===== src/rtl/pll_lock_freq_monitor_pkg.sv =====
// Shared types and helpers for the PLL lock / output-frequency monitor.
`timescale 1ns/1ps
package pll_mon_pkg;

  localparam int CNT_W_DEF = 16;
  localparam int RES_W_DEF = 3;
  localparam int ABS_W     = 32;

  typedef enum logic [2:0] {
    ST_IDLE      = 3'd0,
    ST_WAIT_LOCK = 3'd1,
    ST_SETTLE    = 3'd2,
    ST_MEASURE   = 3'd3,
    ST_CHECK     = 3'd4
  } mon_state_e;

  // Both operands are non-negative counts; one extra sign bit keeps the
  // difference exact even when a counter has saturated at all-ones.
  function automatic logic [ABS_W:0] abs_diff(input logic [ABS_W-1:0] a,
                                              input logic [ABS_W-1:0] b);
    logic signed [ABS_W:0] d;
    d = $signed({1'b0, a}) - $signed({1'b0, b});
    if (d < 0) d = -d;
    return $unsigned(d);
  endfunction

endpackage


===== src/rtl/pll_lock_freq_monitor_if.sv =====
// Control and status bundle between the monitor and its bench environment.
`timescale 1ns/1ps
interface pll_lock_freq_monitor_if #(
  parameter int N_CH  = 5,
  parameter int CNT_W = 16,
  parameter int RES_W = 3
);
  logic                    start;
  logic                    clear;
  logic                    err_chk;
  logic [RES_W-1:0]        results_cnt;
  logic [N_CH-1:0]         ch_fail;
  logic [N_CH*CNT_W-1:0]   meas_cnt;
  logic                    win_done;
  logic                    lock_seen;

  modport master (
    output start, clear,
    input  err_chk, results_cnt, ch_fail, meas_cnt, win_done, lock_seen
  );

  modport slave (
    input  start, clear,
    output err_chk, results_cnt, ch_fail, meas_cnt, win_done, lock_seen
  );
endinterface


===== src/rtl/pll_edge_counter.sv =====
// Synchronises one asynchronous PLL output clock and counts its rising edges,
// saturating at all-ones; clr holds the count at zero.
`timescale 1ns/1ps
module pll_edge_counter
  import pll_mon_pkg::*;
#(
  parameter int CNT_W = CNT_W_DEF
) (
  input  logic             clk_tb,
  input  logic             rst_n,
  input  logic             clk_in,
  input  logic             clr,
  output logic [CNT_W-1:0] cnt
);

  logic [2:0]       s_q, s_d;
  logic [CNT_W-1:0] cnt_q, cnt_d;
  logic             edge_w;

  function automatic logic [CNT_W-1:0] sat_inc(input logic [CNT_W-1:0] v);
    return (&v) ? v : v + CNT_W'(1);
  endfunction

  // s[1:0] is the synchroniser, s[2] holds the previous synchronised level.
  always_comb begin
    s_d    = {s_q[1:0], clk_in};
    edge_w = s_q[1] & ~s_q[2];
    cnt_d  = cnt_q;
    if (clr)         cnt_d = '0;
    else if (edge_w) cnt_d = sat_inc(cnt_q);
  end

  always_ff @(posedge clk_tb or negedge rst_n) begin
    if (!rst_n) begin
      s_q   <= '0;
      cnt_q <= '0;
    end else begin
      s_q   <= s_d;
      cnt_q <= cnt_d;
    end
  end

  assign cnt = cnt_q;

endmodule


===== src/rtl/pll_lock_freq_monitor.sv =====
// PLL lock/relock supervisor with windowed per-channel frequency checks and
// a wrapping-saturating error tally.
`timescale 1ns/1ps
module pll_lock_freq_monitor
  import pll_mon_pkg::*;
#(
  parameter int                    N_CH    = 5,
  parameter int                    CNT_W   = CNT_W_DEF,
  parameter int                    WINDOW  = 1000,
  parameter int                    SETTLE  = 256,
  parameter logic [N_CH*CNT_W-1:0] EXP_CNT = {N_CH{CNT_W'(100)}},
  parameter int                    TOL     = 2,
  parameter int                    RES_W   = RES_W_DEF
) (
  input  logic            clk_tb,
  input  logic            rst_n,
  input  logic            pll_lock,
  input  logic [N_CH-1:0] clk_mon,
  pll_lock_freq_monitor_if.slave bus
);

  localparam logic [CNT_W-1:0] WIN_LD  = CNT_W'(WINDOW - 1);
  localparam logic [CNT_W-1:0] SET_LD  = CNT_W'(SETTLE - 1);
  localparam logic [ABS_W:0]   TOL_W   = (ABS_W + 1)'(TOL);
  localparam logic [RES_W-1:0] RES_MSB = RES_W'(1) << (RES_W - 1);

  mon_state_e                   state_q, state_d;
  logic [2:0]                   lk_q, lk_d;
  logic [CNT_W-1:0]             timer_q, timer_d;
  logic                         lock_seen_q, lock_seen_d;
  logic                         err_chk_q, err_chk_d;
  logic [RES_W-1:0]             results_q, results_d;
  logic [N_CH-1:0]              ch_fail_q, ch_fail_d;
  logic [N_CH-1:0][CNT_W-1:0]   meas_q, meas_d;
  logic                         win_done_q, win_done_d;

  logic [N_CH-1:0][CNT_W-1:0]   ch_cnt;
  logic [N_CH-1:0]              fail_w;
  logic                         cnt_clr;
  logic                         rise, fall;
  logic                         fall_err, relock_err, chk_err;

  // Once saturated the tally cycles through the upper half so the MSB stays set.
  function automatic logic [RES_W-1:0] res_inc(input logic [RES_W-1:0] v);
    return (&v) ? RES_MSB : v + RES_W'(1);
  endfunction

  // Counters run only while measuring, so each window starts from zero.
  assign cnt_clr = (state_q != ST_MEASURE);

  for (genvar g = 0; g < N_CH; g++) begin : g_ch
    pll_edge_counter #(.CNT_W(CNT_W)) u_cnt (
      .clk_tb (clk_tb),
      .rst_n  (rst_n),
      .clk_in (clk_mon[g]),
      .clr    (cnt_clr),
      .cnt    (ch_cnt[g])
    );
  end

  always_comb begin
    lk_d = {lk_q[1:0], pll_lock};
    rise = lk_q[1] & ~lk_q[2];
    fall = ~lk_q[1] & lk_q[2];
  end

  always_comb begin
    fail_w = '0;
    for (int i = 0; i < N_CH; i++) begin
      fail_w[i] = abs_diff(ABS_W'(ch_cnt[i]),
                           ABS_W'(EXP_CNT[i*CNT_W +: CNT_W])) > TOL_W;
    end
  end

  always_comb begin
    state_d     = state_q;
    timer_d     = timer_q;
    lock_seen_d = lock_seen_q;
    err_chk_d   = 1'b0;
    results_d   = results_q;
    ch_fail_d   = ch_fail_q;
    meas_d      = meas_q;
    win_done_d  = 1'b0;
    chk_err     = 1'b0;
    fall_err    = fall && lock_seen_q &&
                  (state_q inside {ST_SETTLE, ST_MEASURE, ST_CHECK});
    relock_err  = rise && lock_seen_q;

    if (bus.clear) begin
      state_d     = ST_IDLE;
      timer_d     = '0;
      lock_seen_d = 1'b0;
      results_d   = '0;
      ch_fail_d   = '0;
    end else begin
      unique case (state_q)
        ST_IDLE: begin
          if (bus.start) state_d = ST_WAIT_LOCK;
        end
        ST_WAIT_LOCK: begin
          if (rise) begin
            state_d     = ST_SETTLE;
            lock_seen_d = 1'b1;
            timer_d     = SET_LD;
          end
        end
        ST_SETTLE: begin
          if (timer_q == '0) begin
            state_d = ST_MEASURE;
            timer_d = WIN_LD;
          end else begin
            timer_d = timer_q - CNT_W'(1);
          end
        end
        ST_MEASURE: begin
          if (timer_q == '0) state_d = ST_CHECK;
          else               timer_d = timer_q - CNT_W'(1);
        end
        ST_CHECK: begin
          state_d    = ST_MEASURE;
          timer_d    = WIN_LD;
          meas_d     = ch_cnt;
          win_done_d = 1'b1;
          ch_fail_d  = ch_fail_q | fail_w;
          chk_err    = |fail_w;
        end
        default: state_d = ST_IDLE;
      endcase

      // Losing lock discards whatever the current window would have reported.
      if (fall_err) begin
        state_d    = ST_WAIT_LOCK;
        timer_d    = '0;
        meas_d     = meas_q;
        win_done_d = 1'b0;
        ch_fail_d  = ch_fail_q;
        chk_err    = 1'b0;
      end

      err_chk_d = fall_err | relock_err | chk_err;
      if (err_chk_d) results_d = res_inc(results_q);
    end
  end

  always_ff @(posedge clk_tb or negedge rst_n) begin
    if (!rst_n) begin
      state_q     <= ST_IDLE;
      lk_q        <= '0;
      timer_q     <= '0;
      lock_seen_q <= 1'b0;
      err_chk_q   <= 1'b0;
      results_q   <= '0;
      ch_fail_q   <= '0;
      meas_q      <= '0;
      win_done_q  <= 1'b0;
    end else begin
      state_q     <= state_d;
      lk_q        <= lk_d;
      timer_q     <= timer_d;
      lock_seen_q <= lock_seen_d;
      err_chk_q   <= err_chk_d;
      results_q   <= results_d;
      ch_fail_q   <= ch_fail_d;
      meas_q      <= meas_d;
      win_done_q  <= win_done_d;
    end
  end

  assign bus.err_chk     = err_chk_q;
  assign bus.results_cnt = results_q;
  assign bus.ch_fail     = ch_fail_q;
  assign bus.meas_cnt    = meas_q;
  assign bus.win_done    = win_done_q;
  assign bus.lock_seen   = lock_seen_q;

endmodule


===== src/flat_wrapper.sv =====
// flat-port wrapper written by rule: the top's interface ports become plain ports
module pll_lock_freq_monitor_flat import pll_mon_pkg::*;
#(
  parameter int                    N_CH    = 5,
  parameter int                    CNT_W   = CNT_W_DEF,
  parameter int                    WINDOW  = 1000,
  parameter int                    SETTLE  = 256,
  parameter logic [N_CH*CNT_W-1:0] EXP_CNT = {N_CH{CNT_W'(100)}},
  parameter int                    TOL     = 2,
  parameter int                    RES_W   = RES_W_DEF
)
  (clk_tb, rst_n, pll_lock, clk_mon, bus_start, bus_clear, bus_err_chk, bus_results_cnt, bus_ch_fail, bus_meas_cnt, bus_win_done, bus_lock_seen);
  pll_lock_freq_monitor_if #(.N_CH(N_CH), .CNT_W(CNT_W), .RES_W(RES_W)) bus_i ();
  input  logic clk_tb;
  input  logic rst_n;
  input  logic pll_lock;
  input  logic [N_CH-1:0] clk_mon;
  input wire logic [$bits(bus_i.start)-1:0] bus_start;
  input wire logic [$bits(bus_i.clear)-1:0] bus_clear;
  output wire logic [$bits(bus_i.err_chk)-1:0] bus_err_chk;
  output wire logic [$bits(bus_i.results_cnt)-1:0] bus_results_cnt;
  output wire logic [$bits(bus_i.ch_fail)-1:0] bus_ch_fail;
  output wire logic [$bits(bus_i.meas_cnt)-1:0] bus_meas_cnt;
  output wire logic [$bits(bus_i.win_done)-1:0] bus_win_done;
  output wire logic [$bits(bus_i.lock_seen)-1:0] bus_lock_seen;
  assign bus_i.start = bus_start;
  assign bus_i.clear = bus_clear;
  assign bus_err_chk = bus_i.err_chk;
  assign bus_results_cnt = bus_i.results_cnt;
  assign bus_ch_fail = bus_i.ch_fail;
  assign bus_meas_cnt = bus_i.meas_cnt;
  assign bus_win_done = bus_i.win_done;
  assign bus_lock_seen = bus_i.lock_seen;
  pll_lock_freq_monitor #(.N_CH(N_CH), .CNT_W(CNT_W), .WINDOW(WINDOW), .SETTLE(SETTLE), .EXP_CNT(EXP_CNT), .TOL(TOL), .RES_W(RES_W)) u_core (.clk_tb(clk_tb), .rst_n(rst_n), .pll_lock(pll_lock), .clk_mon(clk_mon), .bus(bus_i));
endmodule

===== config.mk =====
export PLATFORM = sky130hd
export DESIGN_NAME = pll_lock_freq_monitor_flat
export DESIGN_NICKNAME = d
export VERILOG_FILES = /design/src/rtl/pll_lock_freq_monitor_pkg.sv /design/src/rtl/pll_lock_freq_monitor_if.sv /design/src/rtl/pll_edge_counter.sv /design/src/rtl/pll_lock_freq_monitor.sv /design/src/flat_wrapper.sv
export SDC_FILE = /design/constraint.sdc
export NUM_CORES = 1
export LEC_CHECK = 0
export CAP_MARGIN = 20
export CORE_MARGIN = 4
export CORE_UTILIZATION = 35
export DETAILED_ROUTE_END_ITERATION = 12
export PLACE_DENSITY = 0.57
export SLEW_MARGIN = 20
export SYNTH_ARGS = -nofsm -noshare
export SYNTH_HDL_FRONTEND = slang
export SYNTH_HIERARCHICAL = 1
export SYNTH_SLANG_ARGS = --single-unit

===== constraint.sdc =====
create_clock -name clk_tb -period 11.03 [get_ports clk_tb]
set_input_delay 1.103 -clock clk_tb [delete_from_list [all_inputs] [get_ports clk_tb]]
set_output_delay 1.103 -clock clk_tb [all_outputs]
set_load 0.005 [all_outputs]

Yosys cells after proc, flatten, opt, wreduce, memory -nomap -nowiden
Cells that the tools add are included.
{"block": "op_classes", "muxes": 49, "n_eq_ne": 16, "add_sub_neg": 17, "bitwise": 19, "reduce_logical": 33, "magnitude_cmp": 10}
{"cell": "2-to-1 mux 16 bit", "n": 20}
{"cell": "greater-than comparator 33 x 2 -> 1 bit, second input constant", "n": 5}
{"cell": "less-than comparator 33 x 1 -> 1 bit, second input constant", "n": 5}
{"cell": "2-to-1 mux 33 bit", "n": 5}
{"cell": "negation 33 bit", "n": 5}
{"cell": "subtractor 16 x 7 -> 17 bit, second input constant", "n": 5}
{"cell": "adder 16 x 1 -> 16 bit, second input constant", "n": 5}
{"cell": "AND reduction 16 bit", "n": 5}
{"cell": "one-hot mux 16 bit (4 select lines)", "n": 1}
{"cell": "2-to-1 mux 3 bit", "n": 9}
{"cell": "nonzero test 2 bit", "n": 9}
{"cell": "zero test 16 bit", "n": 1}
{"cell": "inequality test 4 x 3 -> 1 bit, second input constant", "n": 4}
{"cell": "subtractor 16 x 1 -> 16 bit, second input constant", "n": 1}
{"cell": "2-to-1 mux 5 bit", "n": 3}
{"cell": "one-hot mux 3 bit (5 select lines)", "n": 1}
{"cell": "AND reduction 2 bit", "n": 7}
{"cell": "2-to-1 mux 1 bit", "n": 10}
{"cell": "inequality test 2 x 1 -> 1 bit, second input constant", "n": 5}
{"cell": "NOT 1 bit", "n": 9}
{"cell": "AND reduction 3 bit", "n": 3}
{"cell": "bitwise AND 1 bit", "n": 7}
{"cell": "== test 3 x 2 -> 1 bit, second input constant", "n": 2}
{"cell": "nonzero test 6 bit", "n": 1}
{"cell": "13 further kinds", "n": 16}
{"block": "word_totals", "elab_cells": 167, "out_inout_bits": 91, "reg_bits": 208, "in_bits": 10}

Depth between registers and ports, before layout
{"block": "logic_depth", "ltp_word": 11, "depth_mapped": 13, "depth_no_buf": 11}

Modules after synthesis
Netlist, hierarchy kept.
{"module": "pll_lock_freq_monitor", "n_inst": 1, "cells_each": 778, "area_per_inst_um2": 7335.8}
{"module": "pll_edge_counter", "n_inst": 5, "cells_each": 108, "area_per_inst_um2": 1047.3}

Worst setup path after synthesis
Ideal clock, no wire load.
{"block": "synth_timing", "path_kind": "register to register", "start": "register u_core.g_ch[3].u_cnt.cnt_q[2]", "end": "register u_core.results_q[0], in the netlist u_core/bus.results_cnt[0]", "n_path_buf": 0, "setup_slack_ns": 7.525, "synth_period_minus_slack_ns": 3.505, "arrival_time_ns": 3.425, "path_stages_with_launch": 12, "setup_ns": 0.079, "cell_sequence": "dfrtp_1 > inv_1 > ha_1 > nor2b_2 > o211ai_2 > xnor2_1 > or4_1 > or4_1 > a2111o_1 > or4_4 > nand2_2 > mux2i_1"}
{"block": "synth_via", "elab_chain_len": 10, "elab_cells_between_ends": 11, "cone_classes": "add/sub: 2; order compare: 2; mux: 4; bitwise: 1; reduce/logical: 2"}
{"element": "start, declared", "line_no": "pll_edge_counter.sv:17", "source": "logic [CNT_W-1:0] cnt_q, cnt_d;"}
{"element": "start signal, assigned", "line_no": "pll_edge_counter.sv:39", "source": "cnt_q <= cnt_d;"}
{"element": "subtractor 16 x 7 -> 17 bit (*)", "line_no": "pll_lock_freq_monitor_pkg.sv:22", "source": "d = $signed({1'b0, a}) - $signed({1'b0, b});"}
{"element": "negation 33 bit / less-than comparator 33 x 1 -> 1 bit (equally long branches)", "line_no": "pll_lock_freq_monitor_pkg.sv:23", "source": "if (d < 0) d = -d;"}
{"element": "2-to-1 mux 33 bit (*)", "line_no": "pll_lock_freq_monitor_pkg.sv:23"}
{"element": "greater-than comparator 33 x 2 -> 1 bit (*)", "line_no": "pll_lock_freq_monitor.sv:71", "source": "ABS_W'(EXP_CNT[i*CNT_W +: CNT_W])) > TOL_W;"}
{"element": "OR reduction 5 bit (*)", "line_no": "pll_lock_freq_monitor.sv:125", "source": "chk_err = |fail_w;"}
{"element": "2-to-1 mux 1 bit (*)", "line_no": "pll_lock_freq_monitor.sv:96", "source": "unique case (state_q)"}
{"element": "2-to-1 mux 1 bit (*)", "line_no": "pll_lock_freq_monitor.sv:131", "source": "if (fall_err) begin"}
{"element": "2-to-1 mux 1 bit (*)", "line_no": "pll_lock_freq_monitor.sv:89", "source": "if (bus.clear) begin"}
{"element": "bitwise OR 1 bit (*)", "line_no": "pll_lock_freq_monitor.sv:140", "source": "err_chk_d = fall_err | relock_err | chk_err;"}
{"element": "nonzero test 2 bit (no line) (*)"}
{"element": "end signal, assigned", "line_no": "pll_lock_freq_monitor.sv:162", "source": "results_q <= results_d;"}
{"element": "end, declared", "line_no": "pll_lock_freq_monitor.sv:32", "source": "logic [RES_W-1:0] results_q, results_d;"}
Mark *: on every way between the ends. The rest lies on a longest branch, timed or not. The select of a mux whose other input is x is not followed.
A chain may end at the register's enable or synchronous reset.

Worst setup path in the final report
{"block": "layout_timing", "start": "register u_core.g_ch[0].u_cnt.cnt_q[2]", "end": "register u_core.results_q[1], in the netlist u_core/bus.results_cnt[1]"}
{"block": "layout_via", "elab_chain_len": 10, "elab_cells_between_ends": 11, "cone_classes": "add/sub: 2; order compare: 2; mux: 4; bitwise: 1; reduce/logical: 2"}
{"element": "start, declared", "line_no": "pll_edge_counter.sv:17"}
{"element": "start signal, assigned", "line_no": "pll_edge_counter.sv:39"}
{"element": "subtractor 16 x 7 -> 17 bit (*)", "line_no": "pll_lock_freq_monitor_pkg.sv:22"}
{"element": "negation 33 bit / less-than comparator 33 x 1 -> 1 bit (equally long branches)", "line_no": "pll_lock_freq_monitor_pkg.sv:23"}
{"element": "2-to-1 mux 33 bit (*)", "line_no": "pll_lock_freq_monitor_pkg.sv:23"}
{"element": "greater-than comparator 33 x 2 -> 1 bit (*)", "line_no": "pll_lock_freq_monitor.sv:71"}
{"element": "OR reduction 5 bit (*)", "line_no": "pll_lock_freq_monitor.sv:125"}
{"element": "2-to-1 mux 1 bit (*)", "line_no": "pll_lock_freq_monitor.sv:96"}
{"element": "2-to-1 mux 1 bit (*)", "line_no": "pll_lock_freq_monitor.sv:131"}
{"element": "2-to-1 mux 1 bit (*)", "line_no": "pll_lock_freq_monitor.sv:89"}
{"element": "bitwise OR 1 bit (*)", "line_no": "pll_lock_freq_monitor.sv:140"}
{"element": "nonzero test 2 bit (no line) (*)"}
Marked as above.

==> impl_metrics.py <==
metrics = {
    "drt": {
        "viasPerCell": 5.67,
        "drc": 0,
        "num_vias": 10600,
        "routedWlPerCell_um": 17.5,
        "ant_nets": 0,
        "drtIter0Drc": 809,
        "wirelength_um": 32800,
        "drtPass1Iterations": 7,
    },
    "clock_network": {
        "clk_path_buf_depth": 3,
        "clock-root-buffer": "clkbuf_16",
        "cts.reportedPaths.clkPinSlew_ns": 0.06,
        "cts_resized": 0,
        "htreeDepth": 1,
        "cts_sinks": 208,
        "cts_hold_buf": 0,
        "numCtsBuffers": 26,
        "clk_latency_ns": 0.53,
        "cts_tree": "built",
        "post_cts_buffers": 0,
    },
    "finish": {
        "area_growth_pct": 18.1,
        "fillers": 3473,
        "multiInputGateArea_um2": 7000,
        "nets": 1436,
        "regArea_um2": 5200,
        "drive_above_1_share_pct": 13.9,
        "diodes": 0,
    },
    "timing": {
        "setup_violations": 0,
        "fin_setup_tns_ns": 0,
        "worst_pin_slew_ns": 0.912,
        "worst_clock_skew_ns": 0.0122,
        "hold_viol": 0,
        "slew_headroom_pct": 38.7,
        "final.period_utilization_pct": 35.4,
        "fin_crit_ns": 3.91,
        "fin_ws_ns": 7.12,
        "rsz0062_at_grt": "false",
        "timing.fmax_ghz": 0.256,
        "drv_slew": 0,
    },
    "synthesis": {
        "yosys_warnings": 6,
        "synth_area_um2": 12600,
        "synth_ff_type": "dfrtp_1",
        "syn_inst": 1318,
        "synth.distinct_cells": 85,
        "synth_top_area_cell": "dfrtp_1",
        "ys_seq_area_share_pct": 41.4,
        "synth_area_leaders": "dfrtp_1 (41%), mux2_2 (11%), nor2_1 (3.4%)",
        "synth_nets": 1356,
        "async_flop_share_pct": 100,
        "syn-mean-instance-area_um2": 9.54,
        "ys_ff_latch": 208,
        "synth_edf_count": 0,
        "netlist.area_leader.share_pct": 41.4,
    },
    "place": {
        "hpwl_um": 22500,
        "pre_cts_slack_ns": 7.16,
        "place_congestion": 0.873,
        "portBuffers": 100,
    },
    "floorplan": {
        "design.core.area_um2": 35500,
        "chipHeight_um": 198,
        "rows": 69,
        "initial_core_util_pct": 35.4,
        "boundaryPins": 101,
        "die_w_um": 198,
        "die_area_um2": 39000,
    },
    "grt": {
        "grt_pass1_wl_um": 54400,
        "grt_pass1_vias": 10300,
        "grt_max_degree": 82,
        "antenna_found_initial": 0,
        "grt_usage_pct": 16.5,
        "grt-ovfl-total": 0,
    },
    "status": {
        "status": "finished, final reports clean",
    },
    "flow_run": {
        "maxCapViolCount": 0,
    },
    "critical_path": {
        "reg2reg_to": "u_core/bus.results_cnt[1]",
        "r2r_slack_ns": 7.12,
        "crit_arrival_ns": 4.35,
        "rr_startpoint": "u_core/g_ch[0].u_cnt/cnt[2]",
        "worst_setup_path_end_kind": "register",
        "path_class": "register to register",
        "critical_path.max_fanout": 16,
        "startpoint_type": "register",
        "reg2reg_depth": 11,
        "required_ns": 11.48,
    },
    "min_path": {
        "holdPathStages": 0,
        "worstHoldEndpoint": "u_core/g_ch[3].u_cnt/s_q[1]",
        "hold_start": "u_core/g_ch[3].u_cnt/s_q[0]",
        "hp-class": "register to register",
    },
    "power_and_ir_drop": {
        "p_per_area_nw_per_um2": 126,
        "max-vdd-ir-drop_v": 0.000109,
        "leakagePower_nw": 6.20,
    },
}
registers in the layout, indices dropped and copies added (netlist names):
register and flops:
u_core/bus.ch_fail 5, u_core/bus.err_chk 1, u_core/bus.lock_seen 1, u_core/bus.meas_cnt 80, u_core/bus.results_cnt 3, u_core/bus.win_done 1, u_core/g_ch.u_cnt/cnt 80, u_core/g_ch.u_cnt/s_q 15
u_core/lk_q 3, u_core/state_q 3, u_core/timer_q 16
layer usage:
layer / track usage, % / up-vias / routed length, um
met5: 0 / - / 0
met4: 3.80 / 0 / 697
met3: 3.07 / 54 / 1750
met2: 25.6 / 270 / 14400
met1: 23.9 / 5199 / 16000
li1: - / 5103 / -
through the flow:
stage / area (um2) / hold slack (ns) / std cells / power [mW] / util (%)
2_1_floorplan: 12600 / 0.331 / 1318 / 0.972 / -
3_3_place_gp: 14000 / 0.334 / 1831 / 1.04 / 39.5
3_5_place_dp: 14000 / 0.336 / 1831 / 1.04 / 39.5
4_1_cts: 14800 / 0.349 / 1874 / 1.90 / 41.8
5_1_grt: 14800 / 0.357 / 1874 / 1.97 / 41.8
6_report: 14800 / 0.345 / 1874 / 1.87 / 41.8
worst max-delay path, stage by stage (launching register included):
cell and delay [ns]:
dfrtp_1 0.55, inv_1 0.15, ha_1 0.40, nor2b_1 0.48, o2111ai_1 0.21, xnor2_1 0.20
o211ai_1 0.12, a2111oi_0 0.64, nand4_1 0.19, or4_4 0.55, nand2_2 0.12, mux2i_1 0.21
report_power, final:
group	switching (mW)	internal (mW)	total [mW]	leakage [nW]
clock	0.318	0.523	0.841	0.409
combinational	0.138	0.0698	0.208	2.93
sequential	0.0296	0.786	0.816	2.86
total	0.486	1.38	1.87	6.20
cell usage after synthesis, types with 4 or more instances:
library cell    n
and3_1         23
o2111ai_1       4
o21ai_0        63
mux2_2        122
o22ai_1         4
or4_1          17
nand2_1        95
or3_1          18
nor3_1         37
a31oi_1        22
nand4_1        47
a211oi_1        5
o31ai_1        15
clkbuf_1       47
or2_2           4
a21boi_0        4
and4b_1         6
nor2_1        113
nor3b_1        12
a2111oi_0      13
a32oi_1         4
o211ai_1        5
and2_1          4
nand2b_1       14
ha_1           28
nand3b_1       15
a22oi_1         6
dfrtp_1       208
a21boi_1        5
o311ai_0        7
inv_1          46
nand3_1        25
and4_1         12
nand4_2         5
o21a_1          9
nor4_2          5
nor4_1         16
o41ai_1        11
a21oi_1        60
xor2_1         12
xnor2_1        18
mux2i_1        11
nor4b_1         8
nor2b_1        55
clkbuf_2        5
placed cells by master (no fill, tap or decap), types with 6 or more instances in the layout:
cell type	synthesis	layout
dfrtp_1	208	208
mux2_2	122	122
nor2_1	113	112
clkdlybuf4s50_1	0	99
nand2_1	95	94
o21ai_0	63	63
a21oi_1	60	60
nor2b_1	55	55
nand4_1	47	47
inv_1	46	46
nor3_1	37	37
ha_1	28	28
clkbuf_16	0	27
nand3_1	25	25
and3_1	23	23
a31oi_1	22	22
xnor2_1	18	18
or3_1	18	18
or4_1	17	17
nor4_1	16	16
nand3b_1	15	15
o31ai_1	15	15
nand2b_1	14	14
a2111oi_0	13	13
nor3b_1	12	12
xor2_1	12	12
and4_1	12	12
mux2i_1	11	11
o41ai_1	11	11
o21a_1	9	9
nor4b_1	8	8
clkbuf_1	47	7
o311ai_0	7	7
a22oi_1	6	6
and4b_1	6	6
buf_4	0	6
cell families after synthesis:
kind of cell / synth area share, %
xor+xnor: 2.09
flops: 41.4
compound gates: 14.7
simple gates: 24.1
fa+ha+maj: 2.87
buf+inv: 3.05
mux: 11.8
worst max-delay path by stage:
stage | to | slack (ns) | from | depth (start not counted)
5_1_grt | u_core/bus.results_cnt[1] | 6.66 | u_core/g_ch[0].u_cnt/cnt[2] | 11
6_report | u_core/bus.results_cnt[1] | 7.12 | u_core/g_ch[0].u_cnt/cnt[2] | 11
2_1_floorplan | u_core/bus.results_cnt[0] | 7.53 | u_core/g_ch[3].u_cnt/cnt[2] | 11
4_1_cts | u_core/bus.results_cnt[1] | 7.12 | u_core/g_ch[0].u_cnt/cnt[2] | 11
3_5_place_dp | u_core/bus.results_cnt[1] | 7.16 | u_core/g_ch[0].u_cnt/cnt[2] | 11
3_3_place_gp | u_core/bus.results_cnt[2] | 7.33 | u_core/g_ch[0].u_cnt/cnt[2] | 11
final cells by class:
| class | count | area share (%) |
|---|---|---|
| Clock buffer | 39 | 5.19 |
| Clock inverter | 4 | 0.489 |
| Inverter | 46 | 1.16 |
| Multi-Input combinational cell | 1010 | 47.1 |
| Sequential cell | 208 | 35.1 |
| Tap cell | 461 | 3.88 |
| Timing Repair Buffer | 106 | 7.08 |
No activity file was read; power rests on OpenSTA's default activity.
